### src/rtl/t2mi_packet_framer_if.sv
// t2mi_packet_framer_if: request, payload and byte-stream signals of the T2MI framer
interface t2mi_packet_framer_if;
  logic pkt_req;
  logic [7:0] pkt_type;
  logic [15:0] pkt_length;
  logic pkt_ack;
  logic pkt_reject;
  logic pl_valid;
  logic [7:0] pl_data;
  logic pl_ready;
  logic t2mi_valid;
  logic [7:0] t2mi_data;
  logic t2mi_sync;
  logic busy;
  logic underrun;
  logic [15:0] pkt_count;
  modport master (
    output pkt_req, pkt_type, pkt_length, pl_valid, pl_data,
    input pkt_ack, pkt_reject, pl_ready, t2mi_valid, t2mi_data, t2mi_sync, busy, underrun, pkt_count
  );
  modport slave (
    input pkt_req, pkt_type, pkt_length, pl_valid, pl_data,
    output pkt_ack, pkt_reject, pl_ready, t2mi_valid, t2mi_data, t2mi_sync, busy, underrun, pkt_count
  );
endinterface

### src/rtl/t2mi_packet_framer.sv
// t2mi_packet_framer: paces sync, type, 16-bit length and payload bytes of a T2MI packet
module t2mi_packet_framer #(
  parameter int BYTE_DIV = 1,
  parameter int GAP_CYCLES = 8,
  parameter int MIN_LEN = 4,
  parameter int MAX_LEN = 4096
) (
  input logic clk,
  input logic rst,
  t2mi_packet_framer_if.slave bus
);
  localparam int DW = BYTE_DIV > 1 ? $clog2(BYTE_DIV) : 1;
  localparam int GW = GAP_CYCLES > 0 ? $clog2(GAP_CYCLES + 1) : 1;
  localparam logic [2:0] IDLE = 3'd0, SYNC = 3'd1, TYPE = 3'd2, LEN_HI = 3'd3, LEN_LO = 3'd4, PAYLOAD = 3'd5, GAP = 3'd6;
  logic [2:0] state;
  logic [DW-1:0] div_cnt;
  logic [GW-1:0] gap_cnt;
  logic [15:0] rem, len_q;
  logic [7:0] type_q, hdr_byte;
  logic slot, hdr, take, legal, accept;
  assign slot = div_cnt == DW'(BYTE_DIV - 1);
  assign hdr = state inside {SYNC, TYPE, LEN_HI, LEN_LO};
  assign take = bus.pl_ready && bus.pl_valid;
  assign legal = bus.pkt_length >= 16'(MIN_LEN) && bus.pkt_length <= 16'(MAX_LEN);
  assign accept = state == IDLE && bus.pkt_req && legal;
  assign hdr_byte = state == SYNC ? 8'h47 : state == TYPE ? type_q : state == LEN_HI ? len_q[15:8] : len_q[7:0];
  assign bus.pl_ready = state == PAYLOAD && slot;
  assign bus.busy = state != IDLE;
  // Header states advance (in encoding order into PAYLOAD) on each slot; a stalled payload slot keeps div_cnt saturated so it retries every cycle
  always_ff @(posedge clk) begin
    if (rst) begin
      state <= IDLE;
      div_cnt <= '0;
      gap_cnt <= '0;
      rem <= '0;
      len_q <= '0;
      type_q <= '0;
      bus.pkt_ack <= 1'b0;
      bus.pkt_reject <= 1'b0;
      bus.t2mi_valid <= 1'b0;
      bus.t2mi_data <= 8'h00;
      bus.t2mi_sync <= 1'b0;
      bus.underrun <= 1'b0;
      bus.pkt_count <= '0;
    end else begin
      bus.pkt_ack <= accept;
      bus.pkt_reject <= state == IDLE && bus.pkt_req && !legal;
      bus.t2mi_valid <= (hdr && slot) || take;
      bus.t2mi_data <= hdr && slot ? hdr_byte : take ? bus.pl_data : 8'h00;
      bus.t2mi_sync <= state == SYNC && slot;
      bus.underrun <= bus.pl_ready && !bus.pl_valid;
      div_cnt <= (hdr && slot) || take || state == IDLE ? '0 : slot ? div_cnt : div_cnt + 1'b1;
      gap_cnt <= state == GAP ? gap_cnt + 1'b1 : '0;
      if (accept) begin
        state <= SYNC;
        type_q <= bus.pkt_type;
        len_q <= bus.pkt_length;
        rem <= bus.pkt_length;
      end
      if (hdr && slot) state <= state + 3'd1;
      if (take) begin
        rem <= rem - 16'd1;
        if (rem == 16'd1) begin
          bus.pkt_count <= bus.pkt_count + 16'd1;
          state <= GAP_CYCLES == 0 ? IDLE : GAP;
        end
      end
      if (state == GAP && gap_cnt == GW'(GAP_CYCLES)) state <= IDLE;
    end
  end
endmodule

### src/flat_wrapper.sv
// flat-port wrapper written by rule: the top's interface ports become plain ports
module t2mi_packet_framer_flat 
#(
  parameter int BYTE_DIV = 1,
  parameter int GAP_CYCLES = 8,
  parameter int MIN_LEN = 4,
  parameter int MAX_LEN = 4096
)
  (clk, rst, bus_pkt_req, bus_pkt_type, bus_pkt_length, bus_pl_valid, bus_pl_data, bus_pkt_ack, bus_pkt_reject, bus_pl_ready, bus_t2mi_valid, bus_t2mi_data, bus_t2mi_sync, bus_busy, bus_underrun, bus_pkt_count);
  t2mi_packet_framer_if bus_i ();
  input logic clk;
  input logic rst;
  input wire logic [$bits(bus_i.pkt_req)-1:0] bus_pkt_req;
  input wire logic [$bits(bus_i.pkt_type)-1:0] bus_pkt_type;
  input wire logic [$bits(bus_i.pkt_length)-1:0] bus_pkt_length;
  input wire logic [$bits(bus_i.pl_valid)-1:0] bus_pl_valid;
  input wire logic [$bits(bus_i.pl_data)-1:0] bus_pl_data;
  output wire logic [$bits(bus_i.pkt_ack)-1:0] bus_pkt_ack;
  output wire logic [$bits(bus_i.pkt_reject)-1:0] bus_pkt_reject;
  output wire logic [$bits(bus_i.pl_ready)-1:0] bus_pl_ready;
  output wire logic [$bits(bus_i.t2mi_valid)-1:0] bus_t2mi_valid;
  output wire logic [$bits(bus_i.t2mi_data)-1:0] bus_t2mi_data;
  output wire logic [$bits(bus_i.t2mi_sync)-1:0] bus_t2mi_sync;
  output wire logic [$bits(bus_i.busy)-1:0] bus_busy;
  output wire logic [$bits(bus_i.underrun)-1:0] bus_underrun;
  output wire logic [$bits(bus_i.pkt_count)-1:0] bus_pkt_count;
  assign bus_i.pkt_req = bus_pkt_req;
  assign bus_i.pkt_type = bus_pkt_type;
  assign bus_i.pkt_length = bus_pkt_length;
  assign bus_i.pl_valid = bus_pl_valid;
  assign bus_i.pl_data = bus_pl_data;
  assign bus_pkt_ack = bus_i.pkt_ack;
  assign bus_pkt_reject = bus_i.pkt_reject;
  assign bus_pl_ready = bus_i.pl_ready;
  assign bus_t2mi_valid = bus_i.t2mi_valid;
  assign bus_t2mi_data = bus_i.t2mi_data;
  assign bus_t2mi_sync = bus_i.t2mi_sync;
  assign bus_busy = bus_i.busy;
  assign bus_underrun = bus_i.underrun;
  assign bus_pkt_count = bus_i.pkt_count;
  t2mi_packet_framer #(.BYTE_DIV(BYTE_DIV), .GAP_CYCLES(GAP_CYCLES), .MIN_LEN(MIN_LEN), .MAX_LEN(MAX_LEN)) u_core (.clk(clk), .rst(rst), .bus(bus_i));
endmodule
### config.mk
export PLATFORM = sky130hd
export DESIGN_NAME = t2mi_packet_framer_flat
export DESIGN_NICKNAME = d
export VERILOG_FILES = /design/src/rtl/t2mi_packet_framer_if.sv /design/src/rtl/t2mi_packet_framer.sv /design/src/flat_wrapper.sv
export SDC_FILE = /design/constraint.sdc
export NUM_CORES = 1
export LEC_CHECK = 0
export ABC_AREA = 1
export CAP_MARGIN = 20
export CORE_MARGIN = 4
export CORE_UTILIZATION = 25
export CTS_CLUSTER_SIZE = 25
export DETAILED_ROUTE_END_ITERATION = 10
export SLEW_MARGIN = 20
export SYNTH_ARGS = -nofsm -noshare
export SYNTH_HDL_FRONTEND = slang
export SYNTH_SLANG_ARGS = --single-unit
### constraint.sdc
create_clock -name clk -period 3.55 [get_ports clk]
set_clock_uncertainty 0.1 [all_clocks]
set_input_delay 0.71 -clock clk [delete_from_list [all_inputs] [get_ports clk]]
set_output_delay 0.71 -clock clk [all_outputs]
set_load 0.01 [all_outputs]
# Word level (Yosys, flattened, before mapping)
# Index checks and enable logic that the tools add are counted.
op_classes:
  n_addsub: 5
  magnitude_cmp: 2
  eq_ne: 8
  n_mux: 11
  n_bitwise: 2
  reduce_logical: 22
ops:
  columns: ["cell", "count"]
  rows:
  - ["2-to-1 mux 8 bit", 5]
  - ["2-to-1 mux 16 bit", 2]
  - ["adder 16 x 1 -> 16 bit, second input constant", 1]
  - ["== test 16 x 1 -> 1 bit, second input constant", 1]
  - [">= comparator 16 x 3 -> 1 bit, second input constant", 1]
  - ["less-or-equal comparator 16 x 13 -> 1 bit, second input constant", 1]
  - ["subtractor 16 x 1 -> 16 bit, second input constant", 1]
  - ["2-to-1 mux 3 bit", 4]
  - ["logical AND 1 bit", 10]
  - ["== test 3 bit, second input constant", 3]
  - ["== test 3 x 2 -> 1 bit, second input constant", 2]
  - ["adder 4 x 1 -> 4 bit, second input constant", 1]
  - ["== test 4 bit, second input constant", 1]
  - ["nonzero test 4 bit", 1]
  - ["OR reduction 2 bit", 2]
  - ["adder 3 x 1 -> 3 bit, second input constant", 1]
  - ["== test 3 x 1 -> 1 bit, second input constant", 1]
  - ["zero test 3 bit", 1]
  - ["nonzero test 3 bit", 1]
  - ["OR reduction 3 bit", 1]
  - ["zero test 1 bit", 2]
  - ["logical OR 1 bit", 2]
  - ["NOT 1 bit", 2]
  - ["AND reduction 2 bit", 1]
  - ["2 further kinds", 2]
word_totals:
  register_bits: 77
  input_bits: 36
  elab_cells: 63

# Longest topological paths before layout
# Gate-level depths: netlist of the first run.
depth:
  word_depth: 7
  depth_mapped: 12
  ltp_nobuf: 11

# Worst setup path after synthesis of the first run
# No wires, ideal clock.
synth_timing:
  path_kind: "input-to-reg"
  startpoint: "input bus_pkt_length[14]"
  endpoint: "register u_core.len_q[11]"
  t_arrival_ns: 1.656
  required_ns: 3.318
  path_slack_ns: 1.662
  cell_stages: 9
  path_buffers: 1
  cell_sequence: "nor2_1 nand2_1 nor2_1 nand3b_2 nand3_4 inv_2 buf_6 nand2_1 a21oi_1"
synth_between:
  elab_chain_cells: 3
  word_cells_on_any_way: 4
  cone_classes: "order compare (2); reduce/logical (2)"
synth_lines:
  columns: ["element", "line", "rtl"]
  rows:
  - ["start, declared", "flat_wrapper.sv:15", "input wire logic [$bits(bus_i.pkt_length)-1:0] bus_pkt_length;"]
  - [">= comparator 16 x 3 -> 1 bit / less-or-equal comparator 16 x 13 -> 1 bit (equally long branches)", "t2mi_packet_framer.sv:24", "assign legal = bus.pkt_length >= 16'(MIN_LEN) && bus.pkt_length <= 16'(MAX_LEN);"]
  - ["logical AND 1 bit *", "t2mi_packet_framer.sv:24", null]
  - ["logical AND 1 bit *", "t2mi_packet_framer.sv:25", "assign accept = state == IDLE && bus.pkt_req && legal;"]
  - ["end signal, assigned", "t2mi_packet_framer.sv:57", "len_q <= bus.pkt_length;"]
  - ["end, declared", "t2mi_packet_framer.sv:18", "logic [15:0] rem, len_q;"]
# Mark *: on every way between the ends. The rest lies on a longest branch, timed or not.
# A chain may end at the register's enable or synchronous reset.

# Worst setup path in the final report of the first run
layout_timing:
  startpoint: "input bus_pkt_length[2]"
  endpoint: "register u_core.len_q[1]"
# Same word-level chain as after synthesis.

==> impl_metrics.sql, run 1 <==
INSERT INTO impl_metrics (metric_group, metric, value, unit) VALUES
('die', 'chipHeight', '134', 'um'),
('critical_path', 'slowest_delay', '0.48', 'ns'),
('critical_path', 'startpoint_type', 'input pin', ''),
('timing', 'final-setup-viol-count', '0', ''),
('final_layout', 'nNetsFinal', '700', ''),
('final_layout', 'final_common_cell', 'sky130_fd_sc_hd__nand2_1', ''),
('timing', 'hold_violations', '0', ''),
('cts', 'h-tree-depth', '3', ''),
('global_route', 'grt.overflow.total', '0', ''),
('critical_path', 'critical_path.max_fanout', '34', ''),
('global_route', 'grt_pass1_wl', '18400', 'um'),
('pwr', 'maximum_vdd_drop', '0.235', 'mV'),
('detailed_routing', 'postRouteWirelength', '11200', 'um'),
('synthesis', 'yosys.area.top_type_share', '38.7', '%'),
('cts', 'post_cts.repair.setup_buffers', '0', ''),
('timing', 'final_min_period_over_clock_period', '71.9', '%'),
('synthesis', 'yosys_warnings', '0', ''),
('synthesis', 'synthesis.instances', '592', ''),
('synthesis', 'synth.net_count', '638', ''),
('cts', 'ctsResizeCount', '0', ''),
('global_route', 'grt_pass1_vias', '3632', ''),
('pwr', 'power.static_leakage', '2.03', 'nW'),
('synthesis', 'synth.area.top_cells', 'sky130_fd_sc_hd__dfxtp_1 39%, sky130_fd_sc_hd__nand2_1 16%, sky130_fd_sc_hd__nor2_1 7.0%', ''),
('final_layout', 'finalCoreUtilization', '33.1', '%'),
('final_layout', 'antenna_cells_inserted', '0', ''),
('detailed_routing', 'route.vias.total', '3835', ''),
('placement', 'portBuffers', '66', ''),
('synthesis', 'synthFlopType', 'sky130_fd_sc_hd__dfxtp_1', ''),
('detailed_routing', 'wl_per_cell', '12.9', 'um'),
('timing', 'setup-tns-final', '0', 'ns'),
('cts', 'hold_buffers', '0', ''),
('global_route', 'grt_start_max_net_pins', '35', ''),
('synthesis', 'yosysTopAreaCell', 'sky130_fd_sc_hd__dfxtp_1', ''),
('detailed_routing', 'dr.first_iter.drc_count', '277', ''),
('critical_path', 'timing.critical_path.to_type', 'flop', ''),
('timing', 'relSlewSlack', '59.7', '%'),
('detailed_routing', 'detailedRoute.firstPassIterationCount', '7', ''),
('run', 'cap_viol_max_count', '0', ''),
('placement', 'dp_hpwl', '8380', 'um'),
('die', 'io-pin-count', '67', ''),
('synthesis', 'synth_area', '0.00398', 'sq mm'),
('synthesis', 'synth_enable_flop_cells', '0', ''),
('final_layout', 'layout.cell_area.non_filler', '0.00510', 'sq mm'),
('global_route', 'global_route.usage.total', '12.7', '%'),
('die', 'floorplan.initialDensity', '25.8', '%'),
('outcome', 'status', 'finished clean', ''),
('timing', 'max_clock_freq', '0.392', 'GHz'),
('detailed_routing', 'post_drt_via_cell_ratio', '4.41', ''),
('cts', 'clk-insertion-delay-late', '0.35', 'ns'),
('final_layout', 'n_fill_cell', '1705', ''),
('cts', 'clock_tree.buffer_depth', '2', ''),
('detailed_routing', 'ant_nets', '0', ''),
('cts', 'clock_sink_count', '77', ''),
('placement', 'dp_cells', '854', ''),
('cts', 'tritoncts.num_buffers', '9', ''),
('cts', 'root_buffer', 'sky130_fd_sc_hd__clkbuf_16', ''),
('die', 'std_cell_rows', '45', ''),
('global_route', 'antenna_violations_before_repair', '0', ''),
('placement', 'gp_routability_congestion', '0.855', ''),
('final_layout', 'layout.cells.most_common_list', '174 x sky130_fd_sc_hd__nand2_1, 77 x sky130_fd_sc_hd__dfxtp_1, 74 x sky130_fd_sc_hd__nor2_1', ''),
('die', 'dieArea', '0.0180', 'sq mm'),
('critical_path', 'critPathKind', 'in -> reg', ''),
('pwr', 'power_density', '369', 'mW/mm^2'),
('hold_path', 'min_path_type', 'reg -> reg', ''),
('die', 'placeableCoreArea', '0.0154', 'sq mm'),
('final_layout', 'fraction_of_final_layout_cells_with_drive_strength_greater_than_1', '5.77', '%'),
('critical_path', 'critPathRequiredTime', '3.73', 'ns'),
('synthesis', 'syn-mean-instance-area', '6.73', 'sq um'),
('critical_path', 'timing.critical_path.slowest_stage_cell', 'sky130_fd_sc_hd__clkdlybuf4s50_1', ''),
('cts', 'tritoncts', 'built', ''),
('timing', 'layout_min_cycle_time', '2.55', 'ns');
state kept, by name, indices dropped and copies added (netlist names):
signal,cells
u_core.bus.t2mi_data,8
u_core.div_cnt,1
u_core.bus.pkt_ack,1
u_core.len_q,16
u_core.bus.pkt_reject,1
u_core.bus.t2mi_sync,1
u_core.rem,16
u_core.gap_cnt,4
u_core.state,3
u_core.type_q,8
u_core.bus.t2mi_valid,1
u_core.bus.pkt_count,16
u_core.bus.underrun,1
synthesized netlist by cell type (3+ instances only):
master and n:
sky130_fd_sc_hd__a21oi_1 49, sky130_fd_sc_hd__a31oi_1 3, sky130_fd_sc_hd__buf_4 5, sky130_fd_sc_hd__buf_6 3
sky130_fd_sc_hd__clkbuf_1 10, sky130_fd_sc_hd__dfxtp_1 77, sky130_fd_sc_hd__ha_1 10, sky130_fd_sc_hd__inv_1 50
sky130_fd_sc_hd__inv_2 3, sky130_fd_sc_hd__nand2_1 174, sky130_fd_sc_hd__nand2_2 3, sky130_fd_sc_hd__nand3_1 48
sky130_fd_sc_hd__nand4_1 11, sky130_fd_sc_hd__nor2_1 74, sky130_fd_sc_hd__nor3_1 9, sky130_fd_sc_hd__o21a_1 4
sky130_fd_sc_hd__o21ai_0 22, sky130_fd_sc_hd__xnor2_1 4, sky130_fd_sc_hd__xor2_1 8
through the flow:
step	setup slack (ns)	hold WS, ns
final	0.999	0.343
after global routing	0.764	0.368
after CTS	1.00	0.341
after detailed placement	0.618	0.328
after global placement	0.627	0.325
after floorplan	1.66	0.316
worst max-delay path: cells and delay by family:
family | cells | cell delay [ns]
AND/OR/NAND/NOR | 7 | 1.03
buffers and inverters | 2 | 0.85
AO/OA/AOI/OAI | 1 | 0.13
per-layer routing:
layer	track usage, %	vias to the layer above	routed length [um]
li1	-	2028	-
met1	17.2	1720	5420
met2	19.3	72	4980
met3	3.19	15	582
met4	5.54	0	269
met5	0	-	0
report_power, final:
group          leakage, nW  internal, mW  switching, mW
Clock                0.128         0.474          0.387
Combinational         1.28        0.0654         0.0782
Sequential           0.621         0.872        0.00551
layout make-up:
type                       count  area [sq um]  area share, %
sequential                    77          1540           30.2
tap                          211           264           5.18
multi-input combinational    440          2120           41.5
inverter                      54           203           3.97
timing repair buffer          72           701           13.7
clock buffer                   9           225           4.42
clock inverter                 7          50.0          0.981
cells by family (layout without fill, tap and decap cells):
| logic type | after synthesis | count (layout) | synth area share, % |
|---|---|---|---|
| simple gates | 331 | 331 | 35.6 |
| buf+inv | 75 | 142 | 8.17 |
| flops | 77 | 77 | 38.7 |
| xor+xnor | 12 | 12 | 2.64 |
| other cells | 1 | 1 | 0.0942 |
| fa+ha+maj | 10 | 10 | 3.14 |
| compound gates | 86 | 86 | 11.7 |
worst paths after layout:
kind | to | depth (start not counted) | from | slack (ns)
worst min-delay path | u_core.len_q[15] | 2 | u_core.len_q[15] | 0.34
worst max-delay path | u_core.len_q[1] | 10 | bus_pkt_length[2] | 1.0
worst max register to register | u_core.bus.t2mi_data[4] | 10 | u_core.state[0] | 1.15
worst min register to register | u_core.len_q[15] | 2 | u_core.len_q[15] | 0.34
Note: power is estimated with default switching activity, not from simulation.
==> inputs of run 2 (changes only) <==
- clock period: 3.55 -> 2.1 ns (I/O delays scaled with it)
==> run 2 against run 1 <==
Net effect:
- sequential power rose by 69%
- critical path depth fell by 5
- via count rose by 3.3%
- combinational power rose by 88%
- non-clock buffer count rose by 22
- flip-flop and latch count did not move
- register-to-register slack got worse by 0.97 ns
- clock power rose by 84%
- sequential share of layout area fell by 1.3 points
- worst hold slack got worse by 0.0083 ns
- utilization rose by 1.5 points
- clock-buffer cell count rose by 2
- largest cell class unchanged
==> impl_metrics.sql, run 2 (synthesized netlist as in run 1, its figures left out) <==
INSERT INTO impl_metrics (metric_group, metric, value, unit) VALUES
('outcome', 'status', 'finished clean', ''),
('detailed_routing', 'route.vias.total', '3961', ''),
('final_layout', 'n_fill_cell', '1698', ''),
('placement', 'placement.setup.worst_slack', '-0.133', 'ns'),
('pwr', 'maximum_vdd_drop', '0.371', 'mV'),
('placement', 'dp_hpwl', '8680', 'um'),
('final_layout', 'layout.cells.most_common_list', '173 x sky130_fd_sc_hd__nand2_1, 77 x sky130_fd_sc_hd__dfxtp_1, 74 x sky130_fd_sc_hd__nor2_1', ''),
('critical_path', 'worst_setup_path_startpoint', 'u_core.state[1]', ''),
('final_layout', 'finalCoreUtilization', '34.5', '%'),
('cts', 'tritoncts.num_buffers', '9', ''),
('cts', 'clk_transition_reported_paths', '0.06', 'ns'),
('cts', 'h-tree-depth', '3', ''),
('timing', 'max_clock_freq', '0.512', 'GHz'),
('timing', 'setup_repair_after_global_routing_missed_its_margin', 'false', ''),
('timing', 'slew_viol_final', '0', ''),
('critical_path', 'slowest_delay', '0.38', 'ns'),
('die', 'chipHeight', '134', 'um'),
('pwr', 'power_density', '625', 'mW/mm^2'),
('detailed_routing', 'wl_per_cell', '12.8', 'um'),
('timing', 'setup-tns-final', '0', 'ns'),
('pwr', 'power.static_leakage', '2.17', 'nW'),
('final_layout', 'nNetsFinal', '722', ''),
('detailed_routing', 'ant_nets', '0', ''),
('critical_path', 'timing.critical_path.to_type', 'output pin', ''),
('die', 'floorplan.die.width', '134', 'um'),
('critical_path', 'crit-reg2reg-launch', 'u_core.state[0]', ''),
('die', 'io-pin-count', '67', ''),
('timing', 'final_min_period_over_clock_period', '93.0', '%'),
('detailed_routing', 'post_drt_via_cell_ratio', '4.44', ''),
('global_route', 'antenna_violations_before_repair', '0', ''),
('detailed_routing', 'dr.first_iter.drc_count', '242', ''),
('final_layout', 'sequential_cell_area', '0.00154', 'sq mm'),
('placement', 'post_dp_cell_area', '0.00503', 'sq mm'),
('timing', 'layout_min_cycle_time', '1.95', 'ns'),
('run', 'cap_viol_max_count', '0', ''),
('cts', 'hold_buffers', '0', ''),
('die', 'placeableCoreArea', '0.0154', 'sq mm'),
('cts', 'clock_sink_count', '77', ''),
('global_route', 'grt_pass1_wl', '18700', 'um'),
('critical_path', 'critPathRequiredTime', '1.58', 'ns'),
('critical_path', 'critPathKind', 'reg -> out', ''),
('critical_path', 'worst_r2r_path_depth', '8', ''),
('placement', 'gp_routability_congestion', '0.873', ''),
('timing', 'hold_violations', '0', ''),
('detailed_routing', 'postRouteWirelength', '11400', 'um'),
('global_route', 'grt_start_max_net_pins', '47', ''),
('final_layout', 'area_delta_synth_final', '33.8', '%'),
('die', 'dieArea', '0.0180', 'sq mm'),
('final_layout', 'antenna_cells_inserted', '0', ''),
('final_layout', 'largest_registers', 'u_core.bus.pkt_count (16), u_core.len_q (16), u_core.rem (16)', ''),
('critical_path', 'startpoint_type', 'flop', ''),
('cts', 'clock_tree.buffer_depth', '2', ''),
('detailed_routing', 'detailedRoute.firstPassIterationCount', '5', ''),
('final_layout', 'layout.cell_area.non_filler', '0.00533', 'sq mm'),
('final_layout', 'fraction_of_final_layout_cells_with_drive_strength_greater_than_1', '8.96', '%'),
('die', 'floorplan.initialDensity', '25.8', '%'),
('timing', 'layout_setup_ws', '0.147', 'ns'),
('final_layout', 'multi_input_comb_area', '0.00212', 'sq mm'),
('global_route', 'grt_pass1_vias', '3700', ''),
('cts', 'root_buffer', 'sky130_fd_sc_hd__clkbuf_16', ''),
('critical_path', 'worst_setup_path_endpoint', 'bus_pl_ready', ''),
('timing', 'final-setup-viol-count', '0', ''),
('cts', 'post_cts.repair.setup_buffers', '0', ''),
('final_layout', 'final_common_cell', 'sky130_fd_sc_hd__nand2_1', ''),
('global_route', 'global_route.usage.total', '12.9', '%'),
('placement', 'portBuffers', '66', ''),
('critical_path', 'timing.critical_path.slowest_stage_cell', 'sky130_fd_sc_hd__dfxtp_1', ''),
('critical_path', 'reg2reg_setup_slack', '0.18', 'ns'),
('detailed_routing', 'drcViolationCount', '0', ''),
('critical_path', 'critical_path.max_fanout', '4', ''),
('timing', 'final.hold.worst_slack', '0.335', 'ns'),
('critical_path', 'critical_path.cell_chain', 'inv_1, ha_1, nand2_2, nor2_4, dlygate4sd2_1', ''),
('die', 'std_cell_rows', '45', ''),
('global_route', 'grt.overflow.total', '0', ''),
('hold_path', 'min_path_type', 'reg -> reg', ''),
('cts', 'clk-insertion-delay-late', '0.34', 'ns'),
('critical_path', 'worstReg2RegEnd', 'u_core.len_q[3]', ''),
('critical_path', 'worstPathArrival', '1.43', 'ns'),
('cts', 'tritoncts', 'built', '');
==> run 2: cell count changes in the layout (fill, tap and decap cells not counted), sizes merged, moves of 2 or more <==
| cell | delta |
|---|---|
| clkdlybuf4s50 | -2 |
| clkinv | -2 |
| dlygate4sd2 | +2 |
| clkbuf | +2 |
| buf | +22 |
==> run 2: final cells by class <==
class | instances | area share (%)
well taps | 211 | 4.95
inverters | 54 | 3.80
clock buffers | 11 | 4.56
repair buffers | 94 | 16.9
multi-input cells | 440 | 39.8
clock inverters | 5 | 1.10
flip-flops and latches | 77 | 28.9
==> run 2: critical path: cells and delay by family (launching register included) <==
family	cells	cell delay (ns)
DFF	1	0.38
and+or+nand+nor	2	0.14
buffers and inverters	2	0.36
adders and majority gates	1	0.22
==> run 2: worst min path at each step <==
| stage | end | from | cells past startpoint | slack, ns |
|---|---|---|---|---|
| floorplan | u_core.len_q[14] | u_core.len_q[14] | 2 | 0.32 |
| global route | u_core.bus.pkt_count[8] | rst | 2 | 0.34 |
| global placement | u_core.len_q[14] | u_core.len_q[14] | 2 | 0.33 |
| detailed placement | u_core.len_q[15] | u_core.len_q[15] | 2 | 0.33 |
| finish | u_core.len_q[14] | u_core.len_q[14] | 2 | 0.34 |
| CTS | u_core.bus.pkt_count[12] | rst | 2 | 0.33 |
==> run 2: repair_timing <==
| item | 4_1_cts | 5_1_grt |
|---|---|---|
| endpoints found under the setup margin | 2 | 5 |
| resized for setup | 2 | 2 |
| pin swaps | 0 | 0 |
==> run 2: through the flow <==
stage,cells,total power [mW]
5_1_grt,892,3.46
3_3_place_gp,876,1.79
3_5_place_dp,876,1.79
4_1_cts,892,3.37
6_report,892,3.33
2_1_floorplan,592,1.64
==> run 2: report_power, final <==
group,switching [mW],internal (mW),total (mW)
sequential,0.00998,1.47,1.48
combinational,0.140,0.132,0.271
clock,0.620,0.955,1.58
total,0.770,2.56,3.33
==> run 2: per-layer routing <==
metal / vias up / GRT usage, % / routed length [um]
met2: 100 / 19.9 / 4940
met5: - / 0 / 0
li1: 2076 / - / -
met4: 0 / 4.98 / 262
met1: 1767 / 17.6 / 5550
met3: 18 / 2.78 / 629
==> inputs of run 3 (changes only) <==
- MAX_ROUTING_LAYER: unset -> met4
==> run 3 against run 2 <==
Net effect:
- register-to-register slack is essentially flat
- fmax is essentially flat
- first-iteration DRC count shrank 10%
- non-clock buffer count is the same
- final cell count is the same
- wire length grew 0.15%
- global-route usage grew 0.40 points
- critical endpoint unchanged
- largest power group unchanged
==> impl_metrics.sql, run 3 (synthesized netlist as in run 1, its figures left out) <==
INSERT INTO impl_metrics (metric_group, metric, value, unit) VALUES
('outcome', 'status', 'finished clean', ''),
('final_layout', 'layout.cell_area.non_filler', '0.00533', 'sq mm'),
('cts', 'tritoncts.num_buffers', '9', ''),
('critical_path', 'timing.critical_path.slowest_stage_cell', 'sky130_fd_sc_hd__dfxtp_1', ''),
('placement', 'dp_hpwl', '8680', 'um'),
('timing', 'final-setup-viol-count', '0', ''),
('pwr', 'p_int', '2.56', 'mW'),
('critical_path', 'startpoint_type', 'flop', ''),
('timing', 'slew_viol_final', '0', ''),
('die', 'floorplan.initialDensity', '25.8', '%'),
('placement', 'post_dp_cell_area', '0.00503', 'sq mm'),
('final_layout', 'fraction_of_final_layout_cells_with_drive_strength_greater_than_1', '8.96', '%'),
('cts', 'tritoncts', 'built', ''),
('final_layout', 'largest_registers', 'u_core.bus.pkt_count (16), u_core.len_q (16), u_core.rem (16)', ''),
('cts', 'ctsResizeCount', '2', ''),
('final_layout', 'area_delta_synth_final', '33.8', '%'),
('die', 'dieArea', '0.0180', 'sq mm'),
('pwr', 'p_seq_share', '44.6', '%'),
('final_layout', 'nNetsFinal', '722', ''),
('hold_path', 'min_path_type', 'reg -> reg', ''),
('final_layout', 'antenna_cells_inserted', '0', ''),
('die', 'floorplan.die.width', '134', 'um'),
('critical_path', 'crit-reg2reg-launch', 'u_core.state[0]', ''),
('critical_path', 'slowest_delay', '0.38', 'ns'),
('detailed_routing', 'dr.first_iter.drc_count', '217', ''),
('timing', 'max_clock_freq', '0.512', 'GHz'),
('pwr', 'maximum_vdd_drop', '0.371', 'mV'),
('global_route', 'grt_pass1_wl', '18700', 'um'),
('timing', 'final.hold.worst_slack', '0.335', 'ns'),
('cts', 'root_buffer', 'sky130_fd_sc_hd__clkbuf_16', ''),
('detailed_routing', 'drcViolationCount', '0', ''),
('cts', 'clk_transition_reported_paths', '0.06', 'ns'),
('detailed_routing', 'postRouteWirelength', '11400', 'um'),
('detailed_routing', 'detailedRoute.firstPassIterationCount', '7', ''),
('global_route', 'global_route.usage.total', '13.3', '%'),
('timing', 'final_min_period_over_clock_period', '93.0', '%'),
('detailed_routing', 'wl_per_cell', '12.8', 'um'),
('timing', 'setup_repair_after_global_routing_missed_its_margin', 'false', ''),
('critical_path', 'critPathRequiredTime', '1.58', 'ns'),
('cts', 'clock_sink_count', '77', ''),
('pwr', 'power_density', '625', 'mW/mm^2'),
('critical_path', 'worstPathArrival', '1.43', 'ns'),
('placement', 'gp_routability_congestion', '0.888', ''),
('global_route', 'grt_pass1_vias', '3695', ''),
('placement', 'portBuffers', '66', ''),
('global_route', 'grt.overflow.total', '0', ''),
('critical_path', 'critical_path.cell_chain', 'inv_1, ha_1, nand2_2, nor2_4, dlygate4sd2_1', ''),
('critical_path', 'worst_setup_path_startpoint', 'u_core.state[1]', ''),
('pwr', 'share_clk_of_total_power', '47.3', '%'),
('pwr', 'comb_power_share', '8.2', '%'),
('die', 'chipHeight', '134', 'um'),
('cts', 'post_cts.repair.setup_buffers', '0', ''),
('die', 'io-pin-count', '67', ''),
('cts', 'hold_buffers', '0', ''),
('final_layout', 'finalCoreUtilization', '34.5', '%'),
('pwr', 'power.switching_fraction', '23.1', '%'),
('timing', 'hold_violations', '0', ''),
('run', 'cap_viol_max_count', '0', ''),
('cts', 'clock_tree.buffer_depth', '2', ''),
('final_layout', 'stdcell_count', '892', ''),
('critical_path', 'critical_path.max_fanout', '4', ''),
('pwr', 'switchingPower', '770', 'uW'),
('global_route', 'grt_start_max_net_pins', '47', ''),
('critical_path', 'critPathKind', 'reg -> out', ''),
('cts', 'clk-insertion-delay-late', '0.34', 'ns'),
('critical_path', 'timing.critical_path.to_type', 'output pin', ''),
('global_route', 'antenna_violations_before_repair', '0', ''),
('detailed_routing', 'ant_nets', '0', ''),
('hold_path', 'worst_hold_startpoint', 'u_core.len_q[14]', ''),
('timing', 'layout_min_cycle_time', '1.95', 'ns'),
('final_layout', 'layout.cells.most_common_list', '173 x sky130_fd_sc_hd__nand2_1, 77 x sky130_fd_sc_hd__dfxtp_1, 74 x sky130_fd_sc_hd__nor2_1', ''),
('pwr', 'power.static_leakage', '2.17', 'nW'),
('final_layout', 'final_common_cell', 'sky130_fd_sc_hd__nand2_1', ''),
('detailed_routing', 'route.vias.total', '3960', ''),
('die', 'std_cell_rows', '45', ''),
('cts', 'h-tree-depth', '3', ''),
('detailed_routing', 'post_drt_via_cell_ratio', '4.44', ''),
('placement', 'dp_cells', '876', ''),
('die', 'placeableCoreArea', '0.0154', 'sq mm');
run 3: cell counts in the layout (fill, tap and decap cells not counted):
No cell type changed its count.
run 3: through the flow:
stage | setup WS [ns] | setup TNS (ns) | power, mW
CTS | 0.140 | 0 | 3.37
global placement | -0.167 | -0.234 | 1.79
global route | 0.0658 | 0 | 3.47
floorplan | 0.420 | 0 | 1.64
detailed placement | -0.133 | -0.359 | 1.79
finish | 0.148 | 0 | 3.33
run 3: power by group through the flow:
stage	logic (mW)	clock network [mW]	registers, mW
after CTS	0.272	1.61	1.48
after global routing	0.302	1.68	1.49
after floorplan	0.126	0	1.52
final	0.272	1.58	1.48
after detailed placement	0.271	0	1.52
after global placement	0.272	0	1.52
run 3: critical path, delay by kind of cell (launching register included):
family / cells / cell delay (ns)
flops: 1 / 0.38
fa+ha+maj: 1 / 0.22
simple gates: 2 / 0.14
buf+inv: 2 / 0.36
run 3: layout make-up:
class / instances / area (sq um)
Sequential cell: 77 / 1540
Inverter: 54 / 203
Timing Repair Buffer: 94 / 901
Fill cell: 1698 / 10100
Clock inverter: 5 / 58.8
Multi-Input combinational cell: 440 / 2120
Clock buffer: 11 / 243
Tap cell: 211 / 264
run 3: routing by layer:
layer / global-route usage, % / routed length [um] / part of all wire, % / vias up
met3: 2.63 / 610 / 5.4 / 18
met1: 17.9 / 5580 / 49 / 1760
li1: - / - / - / 2080
met4: 4.98 / 276 / 2.4 / 0
met2: 19.9 / 4930 / 43 / 102
met5: - / 0 / 0 / -
run 3: final timing paths:
| check | endpoint | slack [ns] | depth (start not counted) |
|---|---|---|---|
| setup / recovery | bus_pl_ready | 0.15 | 5 |
| hold / removal | u_core.len_q[14] | 0.34 | 2 |
| setup reg to reg | u_core.len_q[3] | 0.17 | 8 |
| hold reg to reg | u_core.len_q[14] | 0.34 | 2 |
